`src/rtl/ddr2_controller_ex_rdata_check.sv`:
```
// Read-data checker for the DDR2 example driver: steps the per-lane LFSRs once per
// valid read beat, compares each beat with exp_data and reports per-run results.
module ddr2_controller_ex_rdata_check #(
  parameter int DWIDTH = 32,
  parameter int CNT_W  = 16
) (
  input  logic                  clk,
  input  logic                  reset_n,
  input  logic                  start,
  input  logic [CNT_W-1:0]      num_beats,
  input  logic [DWIDTH-1:0]     rdata,
  input  logic                  rdata_valid,
  input  logic [DWIDTH-1:0]     exp_data,
  output logic                  lfsr_enable,
  output logic                  lfsr_pause,
  output logic                  busy,
  output logic                  done,
  output logic                  pass,
  output logic                  fail,
  output logic [DWIDTH/8-1:0]   lane_fail,
  output logic [CNT_W-1:0]      err_count,
  output logic [CNT_W-1:0]      first_err_beat,
  output logic                  stray_valid
);
  localparam int NL = DWIDTH / 8;

  typedef enum logic [1:0] {S_IDLE, S_CHECK, S_DONE} state_t;

  // Handshake: a beat is consumed on every posedge where rdata_valid=1 while in CHECK;
  // there is no backpressure, and lfsr_pause drops in that same cycle so the LFSRs step with it.
  state_t            state_q, state_d;
  logic [CNT_W-1:0]  num_q, num_d;
  logic [CNT_W-1:0]  beat_q, beat_d;
  logic [CNT_W-1:0]  err_q, err_d;
  logic [CNT_W-1:0]  first_q, first_d;
  logic [NL-1:0]     lane_fail_q, lane_fail_d;
  logic              fail_q, fail_d;
  logic              pass_q, pass_d;
  logic              stray_q, stray_d;
  logic              lfsr_en_q, lfsr_en_d;
  logic [NL-1:0]     lane_mis;
  logic              beat_acc;

  always_comb begin
    lane_mis = '0;
    for (int i = 0; i < NL; i++) begin
      lane_mis[i] = (rdata[8*i +: 8] != exp_data[8*i +: 8]);
    end
  end

  assign beat_acc = (state_q == S_CHECK) && rdata_valid;

  always_comb begin
    state_d     = state_q;
    num_d       = num_q;
    beat_d      = beat_q;
    err_d       = err_q;
    first_d     = first_q;
    lane_fail_d = lane_fail_q;
    fail_d      = fail_q;
    pass_d      = pass_q;
    stray_d     = stray_q;
    case (state_q)
      S_IDLE: begin
        if (start) begin
          num_d       = num_beats;
          beat_d      = '0;
          err_d       = '0;
          first_d     = '0;
          lane_fail_d = '0;
          fail_d      = 1'b0;
          pass_d      = 1'b0;
          stray_d     = 1'b0;
          state_d     = (num_beats == '0) ? S_DONE : S_CHECK;
        end
      end
      S_CHECK: begin
        if (beat_acc) begin
          beat_d = beat_q + CNT_W'(1);
          if (|lane_mis) begin
            lane_fail_d = lane_fail_q | lane_mis;
            fail_d      = 1'b1;
            if (err_q != '1) err_d = err_q + CNT_W'(1);
            if (!fail_q) first_d = beat_q;
          end
          if (beat_q == num_q - CNT_W'(1)) state_d = S_DONE;
        end
      end
      S_DONE:  state_d = S_IDLE;
      default: state_d = S_IDLE;
    endcase
    // A valid seen in the same cycle as the accepting start is still recorded as stray.
    if (rdata_valid && (state_q != S_CHECK)) stray_d = 1'b1;
    // pass is resolved on entry to DONE so it already includes a final-beat mismatch.
    if ((state_d == S_DONE) && (state_q != S_DONE)) pass_d = !fail_d;
  end

  assign lfsr_en_d = (state_d == S_CHECK);

  always_ff @(posedge clk or negedge reset_n) begin
    if (!reset_n) begin
      state_q     <= S_IDLE;
      num_q       <= '0;
      beat_q      <= '0;
      err_q       <= '0;
      first_q     <= '0;
      lane_fail_q <= '0;
      fail_q      <= 1'b0;
      pass_q      <= 1'b0;
      stray_q     <= 1'b0;
      lfsr_en_q   <= 1'b0;
    end else begin
      state_q     <= state_d;
      num_q       <= num_d;
      beat_q      <= beat_d;
      err_q       <= err_d;
      first_q     <= first_d;
      lane_fail_q <= lane_fail_d;
      fail_q      <= fail_d;
      pass_q      <= pass_d;
      stray_q     <= stray_d;
      lfsr_en_q   <= lfsr_en_d;
    end
  end

  assign lfsr_enable    = lfsr_en_q;
  assign lfsr_pause     = !beat_acc;
  assign busy           = (state_q == S_CHECK) || (state_q == S_DONE);
  assign done           = (state_q == S_DONE);
  assign pass           = pass_q;
  assign fail           = fail_q;
  assign lane_fail      = lane_fail_q;
  assign err_count      = err_q;
  assign first_err_beat = first_q;
  assign stray_valid    = stray_q;

endmodule

```
`config.mk`:
```
export PLATFORM = sky130hd
export DESIGN_NAME = ddr2_controller_ex_rdata_check
export DESIGN_NICKNAME = d
export VERILOG_FILES = /design/src/rtl/ddr2_controller_ex_rdata_check.sv
export SDC_FILE = /design/constraint.sdc
export NUM_CORES = 1
export LEC_CHECK = 0
export ABC_AREA = 0
export BUFFER_PORTS_ARGS = -buffer_cell sky130_fd_sc_hd__clkbuf_2
export CAP_MARGIN = 20
export CORE_UTILIZATION = 47
export CTS_CLUSTER_DIAMETER = 120
export DETAILED_ROUTE_END_ITERATION = 10
export PLACE_DENSITY = 0.86
export SLEW_MARGIN = 25
export SYNTH_ARGS = -nofsm -noshare
export SYNTH_HDL_FRONTEND = slang
export SYNTH_SLANG_ARGS = --single-unit
```
`constraint.sdc`:
```
create_clock -name clk -period 2.84 [get_ports clk]
set_input_delay 0.284 -clock clk [delete_from_list [all_inputs] [get_ports clk]]
set_output_delay 0.284 -clock clk [all_outputs]
set_load 0.01 [all_outputs]
```
==> results of run 1 <==
==> worst min path at each step <==
stage / to / slack (ns) / depth (start not counted) / startpoint
after floorplan: beat_q[0] / -0.01 / 0 / reset_n
after global placement: lane_fail[3] / 0.48 / 2 / lane_fail[3]
after detailed placement: lane_fail[0] / 0.49 / 2 / lane_fail[0]
after CTS: num_q[7] / 0.16 / 2 / num_beats[7]
after global routing: num_q[7] / 0.17 / 2 / num_beats[7]
final: num_q[8] / 0.16 / 2 / num_beats[8]
==> area by class of cell <==
cell class,count,area share
inverter,10,0.007064
timing repair buffer,145,0.1498
clock inverter,7,0.01483
multi-input combinational,311,0.4311
clock buffer,9,0.02331
tap,108,0.02543
sequential,74,0.3485
==> logic make-up (layout without fill, tap and decap cells) <==
| kind of cell | after synthesis | count (layout) | synth area share |
|---|---|---|---|
| AOI/OAI and AO/OA | 46 | 46 | 0.08507 |
| xor gates and xnor gates | 80 | 80 | 0.1666 |
| adders and majority gates | 6 | 6 | 0.01785 |
| buffers and inverters | 27 | 171 | 0.03183 |
| DFF | 74 | 74 | 0.4402 |
| muxes | 21 | 21 | 0.05533 |
| and+or+nand+nor | 158 | 158 | 0.2032 |
==> sequential cells by signal (all words and copies together) (netlist names) <==
signal,count
state_q,2
num_q,16
lane_fail,4
lfsr_enable,1
stray_valid,1
fail,1
first_err_beat,16
err_count,16
pass,1
beat_q,16
==> worst max-delay path, delay by kind of cell (launching register included) <==
family | cells | cell delay (ns)
compound gates | 3 | 0.53
xor+xnor | 1 | 0.22
simple gates | 3 | 1.25
flops | 1 | 0.50
buf+inv | 1 | 0.17
==> cells in the mapped netlist, types with 4 or more instances <==
cell and n:
a21oi_1 5, a22o_1 16, and2_1 7, and3_1 6
clkbuf_1 10, dfrtp_1 74, ha_1 6, inv_1 9
mux2_1 11, mux2_2 7, nand2_1 15, nand3_1 20
nand3b_1 4, nand4_1 21, nor2_1 53, nor3_1 5
nor4_1 4, o21ai_0 7, xnor2_1 49, xor2_1 31
==> what timing repair did <==
action | in CTS | in global routing
setup buffers | 0 | 4
pin swaps | 1 | 4
gates resized for setup | 3 | 8
hold buffers | 0 | 1
hold endpoints to repair | 0 | 23
setup endpoints to repair | 1 | 2
==> cells in the final DEF, fill, tap and decap left out, types with 8 or more instances in the layout <==
cell type    n
nor2_1      52
clkbuf_2   125
nand3_1     20
nand4_1     21
xnor2_1     48
mux2_1      11
a22o_1      16
nand2_1     14
buf_4       17
inv_1        8
xor2_1      31
clkbuf_8     9
dfrtp_1     74
==> stage by stage <==
step / setup TNS, ns / cells / total power (uW) / hold slack [ns] / utilization
floorplan: 0 / 412 / 2524 / -0.01159 / -
global placement: 0 / 642 / 2931 / 0.4823 / 0.5737
detailed placement: -0.01377 / 642 / 3011 / 0.4862 / 0.5737
CTS: 0 / 658 / 3870 / 0.1631 / 0.5998
global route: -0.04142 / 664 / 4205 / 0.1711 / 0.6123
finish: 0 / 664 / 3950 / 0.1637 / 0.6123
==> power groups by stage <==
| stage | clock network, uW | registers [uW] | logic, uW |
|---|---|---|---|
| global route | 896 | 1600 | 1710 |
| floorplan | 0 | 1530 | 993 |
| finish | 834 | 1570 | 1550 |
| detailed placement | 0 | 1560 | 1450 |
| global placement | 0 | 1540 | 1390 |
| CTS | 837 | 1540 | 1490 |
==> routing by layer <==
layer	global-route usage	up-vias	wire length, um
met5	0	-	0
met4	0.08496	0	197
met3	0.03468	15	591
met2	0.3505	137	4968
met1	0.3111	1741	4527
li1	-	1734	-
==> out/results.tsv, run 1 <==
metric	value	unit
outcome	finished, final reports clean	
fraction of layout instances using a drive strength above 1	0.3417	
chip width	96.61	um
crit path DAT	3.02	ns
synth top area cells	dfrtp_1 (44%), xnor2_1 (10%), xor2_1 (6.5%)	
EDFF count, synth	0	
via-per-instance ratio	5.462	
setup violators final	0	
Leak	0.002518	uW
Core Region	8678	um2
Max stage delay cell, worst path	dfrtp_1	
Clock Sinks	74	
routability congestion estimate	0.9723	
crit path kind	reg2reg	
Internal	2388	uW
CP most frequent cell	a31oi_1	
NumNets Final	641	
CP endpoint	pass	
switch share	0.3954	
Starting Density	0.4847	
Detailed Place HPWL	7.422	mm
CTS root buf	clkbuf_8	
Max Buffers Root-to-Sink	2	
Avg Inst Size Synth	10.21	um2
Die Area	9333	um2
critical path, cell by cell	xnor2_2 -> a31oi_1 -> or4_1 -> or4_4 -> nor4b_4 -> a31oi_1 -> buf_4 -> o41ai_2	
R2R setup slack	0.06	ns
Rows	34	
wire per inst	15.49	um
fin crit period	2.775	ns
PD cells	743.3	nW/um2
First-pass DRT Iterations	4	
post-synthesis instance total	412	
Achievable Freq	0.3603	GHz
nature of the critical path endpoint	flop	
pre-CTS setup slack	-0.01377	ns
leading area contributor after synthesis	dfrtp_1	
critical path launch point	num_q[4]	
maximum VDD drop	427.4	uV
CTS tree	built	
CTS buffer count	9	
Post-Route WL	10.29	mm
Critical Path RT	3.08	ns
number of remaining DRC errors	0	
register area	1852	um2
Clk network pwr share	0.211	
die height	96.61	um
Hold Fails Final Rpt	0	
vias in the first global route	3523	
reg2reg path depth	8	
measured slew at the worst slew-check pin	0.7894	ns
yosys warns	0	
largest net degree at the start of global routing	75	
Synth Cell Area	4207	um2
num ports	127	
count of input and output buffers	126	
r2r startpoint	num_q[4]	
1st-iter DRT viols	273	
Max-cap violations	0	
ys async rst share	1.000	
critical path startpoint category	flop	
Hold Path Class	in2reg	
Cell Area, Placed	4979	um2
syn nets	502	
final setup margin	0.06467	ns
Switch Pwr	1562	uW
Post-DRT Antenna Nets	0	
pins over their slew limit	0	
total gr overflow	0	
Filler Cells Inserted	715	
CP max stage delay	0.50	ns
DR vias	3627	
Seq cells post-synth	74	
Reg clk slew, reported paths	0.08	ns
Synth top area share	0.4402	
initial antenna violation count	0	
area occupied by multi-input gates	2291	um2
Slew Limit Headroom	0.4724	
Tcrit/Tclk final	0.9772	
Comb pwr share	0.392	
Total GRT Usage	0.2229	
ant diodes	0	
CP Max Fanout	4	
first-pass GRT wire length	17.06	mm
register area share after synthesis	0.4402	
P&R area growth vs syn	26.32	%
Reg2Reg Capture Point	pass	
Finished Cell Area	5314	um2
clock latency on the worst-skew pair	0.35	ns
Reg power frac	0.397	
Synth Flop Type	dfrtp_1	
Fin Clk Skew	0.01089	ns
Yosys cell types	60	
CTS H-tree depth	3	
Power figures use the tool's default switching activity.
==> inputs of run 2 (changes only) <==
--- a/config.mk
+++ b/config.mk
@@ -9,6 +9,7 @@
 export BUFFER_PORTS_ARGS = -buffer_cell sky130_fd_sc_hd__clkbuf_2
 export CAP_MARGIN = 20
 export CORE_UTILIZATION = 47
+export CTS_BUF_LIST = sky130_fd_sc_hd__clkbuf_4 sky130_fd_sc_hd__clkbuf_8 sky130_fd_sc_hd__clkbuf_16
 export CTS_CLUSTER_DIAMETER = 120
 export DETAILED_ROUTE_END_ITERATION = 10
 export PLACE_DENSITY = 0.86
==> constraint.sdc (replaced) <==
create_clock -name clk -period 2.84 [get_ports clk]
set_input_delay 0.568 -clock clk [delete_from_list [all_inputs] [get_ports clk]]
set_output_delay 0.568 -clock clk [all_outputs]
set_load 0.01 [all_outputs]
==> run 2 against run 1 <==
Against the previous run:
- the run now ends with setup timing left
- sequential power is essentially flat
- cell area decreased by 0.31%
- critical path depth increased by 2
- core utilization shrank 0.19 points
- clock skew is 0.0028 ns lower
- register-to-register slack worse by 0.11 ns
- wire length down 1.7%
- critical endpoint unchanged
==> out/results.tsv, run 2 (synthesis gave the netlist of run 1 again) <==
metric	value	unit	change
ant diodes	0		unchanged
Post-DRT Antenna Nets	0		unchanged
Finished Cell Area	5298	um2	-0.31%
vias in the first global route	3523		unchanged
fraction of layout instances using a drive strength above 1	0.3506		+0.008899
nature of the critical path endpoint	flop		
total gr overflow	0		unchanged
CP Max Fanout	5		+1
maximum VDD drop	473.6	uV	+11%
PD cells	728.5	nW/um2	-2.0%
CTS H-tree depth	3		unchanged
First-pass DRT Iterations	4		unchanged
Achievable Freq	0.3467	GHz	-3.8%
Critical Path RT	3.11	ns	+0.03 ns
initial antenna violation count	0		unchanged
P&R area growth vs syn	25.94	%	
largest net degree at the start of global routing	33		-56%
number of remaining DRC errors	0		unchanged
chip width	96.61	um	unchanged
first-pass GRT wire length	16.81	mm	-1.5%
CTS buffer count	9		unchanged
count of input and output buffers	126		unchanged
power consumption	3859	uW	-2.3%
via-per-instance ratio	5.402		-1.1%
clock latency on the worst-skew pair	0.37	ns	+0.02 ns
final setup margin	-0.04402	ns	-0.1087 ns
1st-iter DRT viols	159		-42%
Rows	34		unchanged
Reg2Reg Capture Point	pass		
post-layout util	0.6104		-0.001875
DR vias	3603		-0.66%
measured slew at the worst slew-check pin	0.7686	ns	-0.02082 ns
routability congestion estimate	0.8914		-8.3%
R2R setup slack	-0.04	ns	-0.11 ns
Detailed Place HPWL	7.631	mm	+2.8%
die height	96.61	um	unchanged
Hold Fails Final Rpt	0		unchanged
Die Area	9333	um2	unchanged
Leak	0.002516	uW	about the same
commonest non-fill, non-tap cells in the layout	clkbuf_2 (125), dfrtp_1 (71), nor2_1 (52), xnor2_1 (48), xor2_1 (31)		
crit path DAT	3.16	ns	+0.14 ns
Post-Route WL	10.11	mm	-1.7%
pre-CTS setup slack	-0.02873	ns	-0.01496 ns
Total GRT Usage	0.2251		+0.002259
Max Buffers Root-to-Sink	2		unchanged
critical path startpoint category	flop		
r2r startpoint	state_q[1]		
reg2reg path depth	10		+2
commonest non-fill, non-tap cell in the layout	clkbuf_2		
wire per inst	15.15	um	-2.2%
Cell Area, Placed	5016	um2	+0.75%
outcome	complete, but fails checks		
Hold Buf Count CTS	0		unchanged
pins over their slew limit	0		unchanged
num ports	127		unchanged
crit path kind	reg2reg		
CTS root buf	clkbuf_8		
Slew Limit Headroom	0.4863		+0.01392
post-route insts no fill	667		+0.45%
RSZ-0062 raised after global routing	true		
Starting Density	0.4847		unchanged
Clock Sinks	74		unchanged
Tcrit/Tclk final	1.016		+0.03827
Hold Path Class	in2async		
failing checks	setup timing		
setup violators final	1		+1
Fin Clk Skew	0.008122	ns	-0.002769 ns
Core Region	8678	um2	unchanged
Max-cap violations	0		unchanged
Reg clk slew, reported paths	0.09	ns	about the same
CTS tree	built		
fin crit period	2.884	ns	+0.1087 ns
NumNets Final	644		+0.47%
Placed Instances	647		+0.78%
run 2: layout make-up:
cell class              count  area, um2
inverters                  10      37.54
clock buffers               9      123.9
fillers                   707       3381
well taps                 108      135.1
clock inverters             7      61.31
multi-input cells         311       2285
repair buffers            148      799.5
flip-flops and latches     74       1856
run 2: routing by layer:
layer | vias to the layer above | GRT usage | routed length [um]
li1 | 1737 | - | -
met4 | 0 | 0.08037 | 183
met2 | 138 | 0.3727 | 4898
met1 | 1713 | 0.2821 | 4394
met5 | - | 0 | 0
met3 | 15 | 0.06214 | 631
run 2: critical path, cell delays in order, from the launching register on:
cell and delay, ns:
dfrtp_1 0.40, inv_2 0.09, ha_2 0.20, nand2_2 0.07
or4_1 0.56, or4_4 0.45, nor4b_4 0.32, buf_4 0.18
a31oi_4 0.10, buf_6 0.14, o41ai_2 0.28
run 2: power by group:
part / internal [uW] / leakage, uW / switching (uW)
Sequential: 1280 / 0.000965 / 268
Combinational: 692 / 0.00146 / 840
Clock: 332 / 0.0000884 / 451
run 2: worst max path at each step:
stage / slack, ns / cells past startpoint / start / end
after floorplan: 0.06 / 10 / state_q[1] / pass
after global placement: 0.06 / 8 / rdata_valid / pass
after detailed placement: -0.03 / 9 / state_q[1] / pass
after CTS: 0.007 / 9 / state_q[1] / pass
after global routing: -0.14 / 9 / num_q[3] / pass
final: -0.04 / 10 / state_q[1] / pass
run 2: timing repair:
action	4_1_cts	5_1_grt
setup buffers	1	3
setup endpoints to repair	1	2
pin swaps	2	3
resized for setup	3	11
run 2: per-stage QoR:
step | TNS (ns) | hold WS (ns)
after floorplan | 0 | 0.2724
after global placement | 0 | 0.4821
after detailed placement | -0.02873 | 0.4849
after CTS | 0 | 0.2452
after global routing | -0.1830 | 0.2831
final | -0.04402 | 0.2332
==> inputs of run 3 (changes only) <==
--- a/config.mk
+++ b/config.mk
@@ -6,13 +6,13 @@
 export NUM_CORES = 1
 export LEC_CHECK = 0
 export ABC_AREA = 0
-export BUFFER_PORTS_ARGS = -buffer_cell sky130_fd_sc_hd__clkbuf_2
+export BUFFER_PORTS_ARGS = -buffer_cell sky130_fd_sc_hd__buf_2
 export CAP_MARGIN = 20
 export CORE_UTILIZATION = 47
 export CTS_BUF_LIST = sky130_fd_sc_hd__clkbuf_4 sky130_fd_sc_hd__clkbuf_8 sky130_fd_sc_hd__clkbuf_16
 export CTS_CLUSTER_DIAMETER = 120
 export DETAILED_ROUTE_END_ITERATION = 10
-export PLACE_DENSITY = 0.86
+export PLACE_DENSITY_LB_ADDON = 0.25
 export SLEW_MARGIN = 25
 export SYNTH_ARGS = -nofsm -noshare
 export SYNTH_HDL_FRONTEND = slang
==> run 3 against run 2 <==
Against the previous run:
- setup slack improved by 0.16 ns
- combinational power about the same
- via count decreased by 1.2%
- fmax increased by 5.9%
- sequential share of layout area increased by 0.25 points
- cell area decreased by 0.78%
- non-clock buffer count decreased by 1
- global-route usage decreased by 0.89 points
- the run now ends clean
==> out/results.tsv, run 3 (synthesis gave the netlist of run 1 again) <==
metric	value	unit	change
outcome	finished, final reports clean		
Post-DRT Antenna Nets	0		unchanged
Rows	34		unchanged
largest net degree at the start of global routing	29		-12%
post-route insts no fill	666		-0.15%
vias in the first global route	3466		-1.6%
measured slew at the worst slew-check pin	0.5956	ns	-0.1730 ns
Post-Route WL	9.656	mm	-4.5%
CTS root buf	clkbuf_8		
Core Region	8678	um2	unchanged
r2r startpoint	beat_q[4]		
Min Hold Slack	0.2049	ns	-0.02832 ns
Switch Pwr	1513	uW	-3.0%
Finished Cell Area	5256	um2	-0.78%
via-per-instance ratio	5.345		-1.0%
Reg clk slew, reported paths	0.08	ns	about the same
Clock Sinks	74		unchanged
crit path kind	reg2reg		
Starting Density	0.4847		unchanged
initial antenna violation count	0		unchanged
Internal	2314	uW	+0.62%
Fin Clk Skew	0.01215	ns	+0.004031 ns
Achievable Freq	0.3672	GHz	+5.9%
switch share	0.3953		-0.008670
First-pass DRT Iterations	4		unchanged
Placed Instances	649		+0.31%
critical path startpoint category	flop		
chip width	96.61	um	unchanged
CTS H-tree depth	3		unchanged
Max-cap violations	0		unchanged
Tcrit/Tclk final	0.9590		-0.05647
Hold Path Class	in2async		
routability congestion estimate	0.8970		+0.63%
NumNets Final	643		-0.16%
CP Max Fanout	4		-1
ant diodes	0		unchanged
maximum VDD drop	520.5	uV	+9.9%
Hold Fails Final Rpt	0		unchanged
Detailed Place HPWL	7.483	mm	-1.9%
CTS tree	built		
Total GRT Usage	0.2163		-0.008862
Reg power frac	0.401		about the same
clock latency on the worst-skew pair	0.36	ns	about the same
Critical Path RT	3.09	ns	-0.02 ns
reg2reg path depth	8		-2
crit path DAT	2.98	ns	-0.18 ns
nature of the critical path endpoint	flop		
commonest non-fill, non-tap cell in the layout	buf_2		
Comb pwr share	0.400		+0.003
P&R area growth vs syn	24.96	%	
Leak	0.002519	uW	+0.11%
Fin Setup TNS	0	ns	+0.04402 ns
DR vias	3560		-1.2%
Slew Limit Headroom	0.6029		+0.1166
RSZ-0062 raised after global routing	false		
R2R setup slack	0.12	ns	+0.16 ns
pins over their slew limit	0		unchanged
wire per inst	14.50	um	-4.3%
Hold Buf Count CTS	0		unchanged
PD cells	728.1	nW/um2	about the same
1st-iter DRT viols	158		-0.63%
die height	96.61	um	unchanged
Cell Area, Placed	5031	um2	+0.30%
number of remaining DRC errors	0		unchanged
total gr overflow	0		unchanged
num ports	127		unchanged
CTS buffer count	9		unchanged
Clk network pwr share	0.198		-0.005
Reg2Reg Capture Point	pass		
Max Buffers Root-to-Sink	2		unchanged
first-pass GRT wire length	16.45	mm	-2.1%
commonest non-fill, non-tap cells in the layout	buf_2 (126), dfrtp_1 (72), nor2_1 (52), xnor2_1 (48), xor2_1 (31)		
fin crit period	2.724	ns	-0.1604 ns
fraction of layout instances using a drive strength above 1	0.3423		-0.008332
count of input and output buffers	126		unchanged
power consumption	3827	uW	-0.82%
setup violators final	0		-1
Die Area	9333	um2	unchanged
run 3: worst max-delay path, stage by stage (launching register included):
cell	delay (ns)
dfrtp_1	0.46
xnor2_2	0.19
a31oi_1	0.07
or4_1	0.50
or4_4	0.44
nor4b_4	0.27
a41oi_2	0.16
a31o_1	0.24
o41ai_2	0.29
run 3: worst max path at each step:
stage           startpoint  endpoint  slack [ns]
6_report         beat_q[4]      pass        0.12
4_1_cts           num_q[2]      pass        0.03
3_3_place_gp   rdata_valid      pass        0.05
3_5_place_dp   rdata_valid      pass        0.02
5_1_grt           num_q[1]      pass       0.006
2_1_floorplan   state_q[1]      pass        0.06
run 3: metal layers:
layer | GRT usage | up-vias | wire length [um]
li1 | - | 1743 | -
met1 | 0.2988 | 1693 | 4378
met3 | 0.05058 | 12 | 609
met4 | 0.06889 | 0 | 121
met5 | 0 | - | 0
met2 | 0.3369 | 112 | 4546
run 3: area by class of cell:
cell class | instances | area (um2)
clock buffer | 9 | 123.9
clock inverter | 7 | 57.56
fill | 760 | 3422
inverter | 10 | 37.54
multi-input combinational | 311 | 2260
sequential | 74 | 1854
tap | 108 | 135.1
timing repair buffer | 147 | 788.3
run 3: what timing repair did:
action / in CTS / in global routing
setup endpoints to repair: 0 / 1
buffers inserted: 0 / 1
gates resized for setup: 0 / 8
run 3: power by group through the flow:
| stage | Sequential (uW) | Combinational (uW) | Clock (uW) |
|---|---|---|---|
| 2_1_floorplan | 1530 | 993 | 0 |
| 3_3_place_gp | 1530 | 1450 | 0 |
| 3_5_place_dp | 1540 | 1490 | 0 |
| 4_1_cts | 1520 | 1500 | 786 |
| 5_1_grt | 1570 | 1690 | 838 |
| 6_report | 1540 | 1530 | 759 |
run 3: metrics by stage:
stage | setup WS, ns | util
2_1_floorplan | 0.06279 | -
3_3_place_gp | 0.05322 | 0.5797
3_5_place_dp | 0.01647 | 0.5797
4_1_cts | 0.03456 | 0.6006
5_1_grt | 0.005669 | 0.6057
6_report | 0.1163 | 0.6057
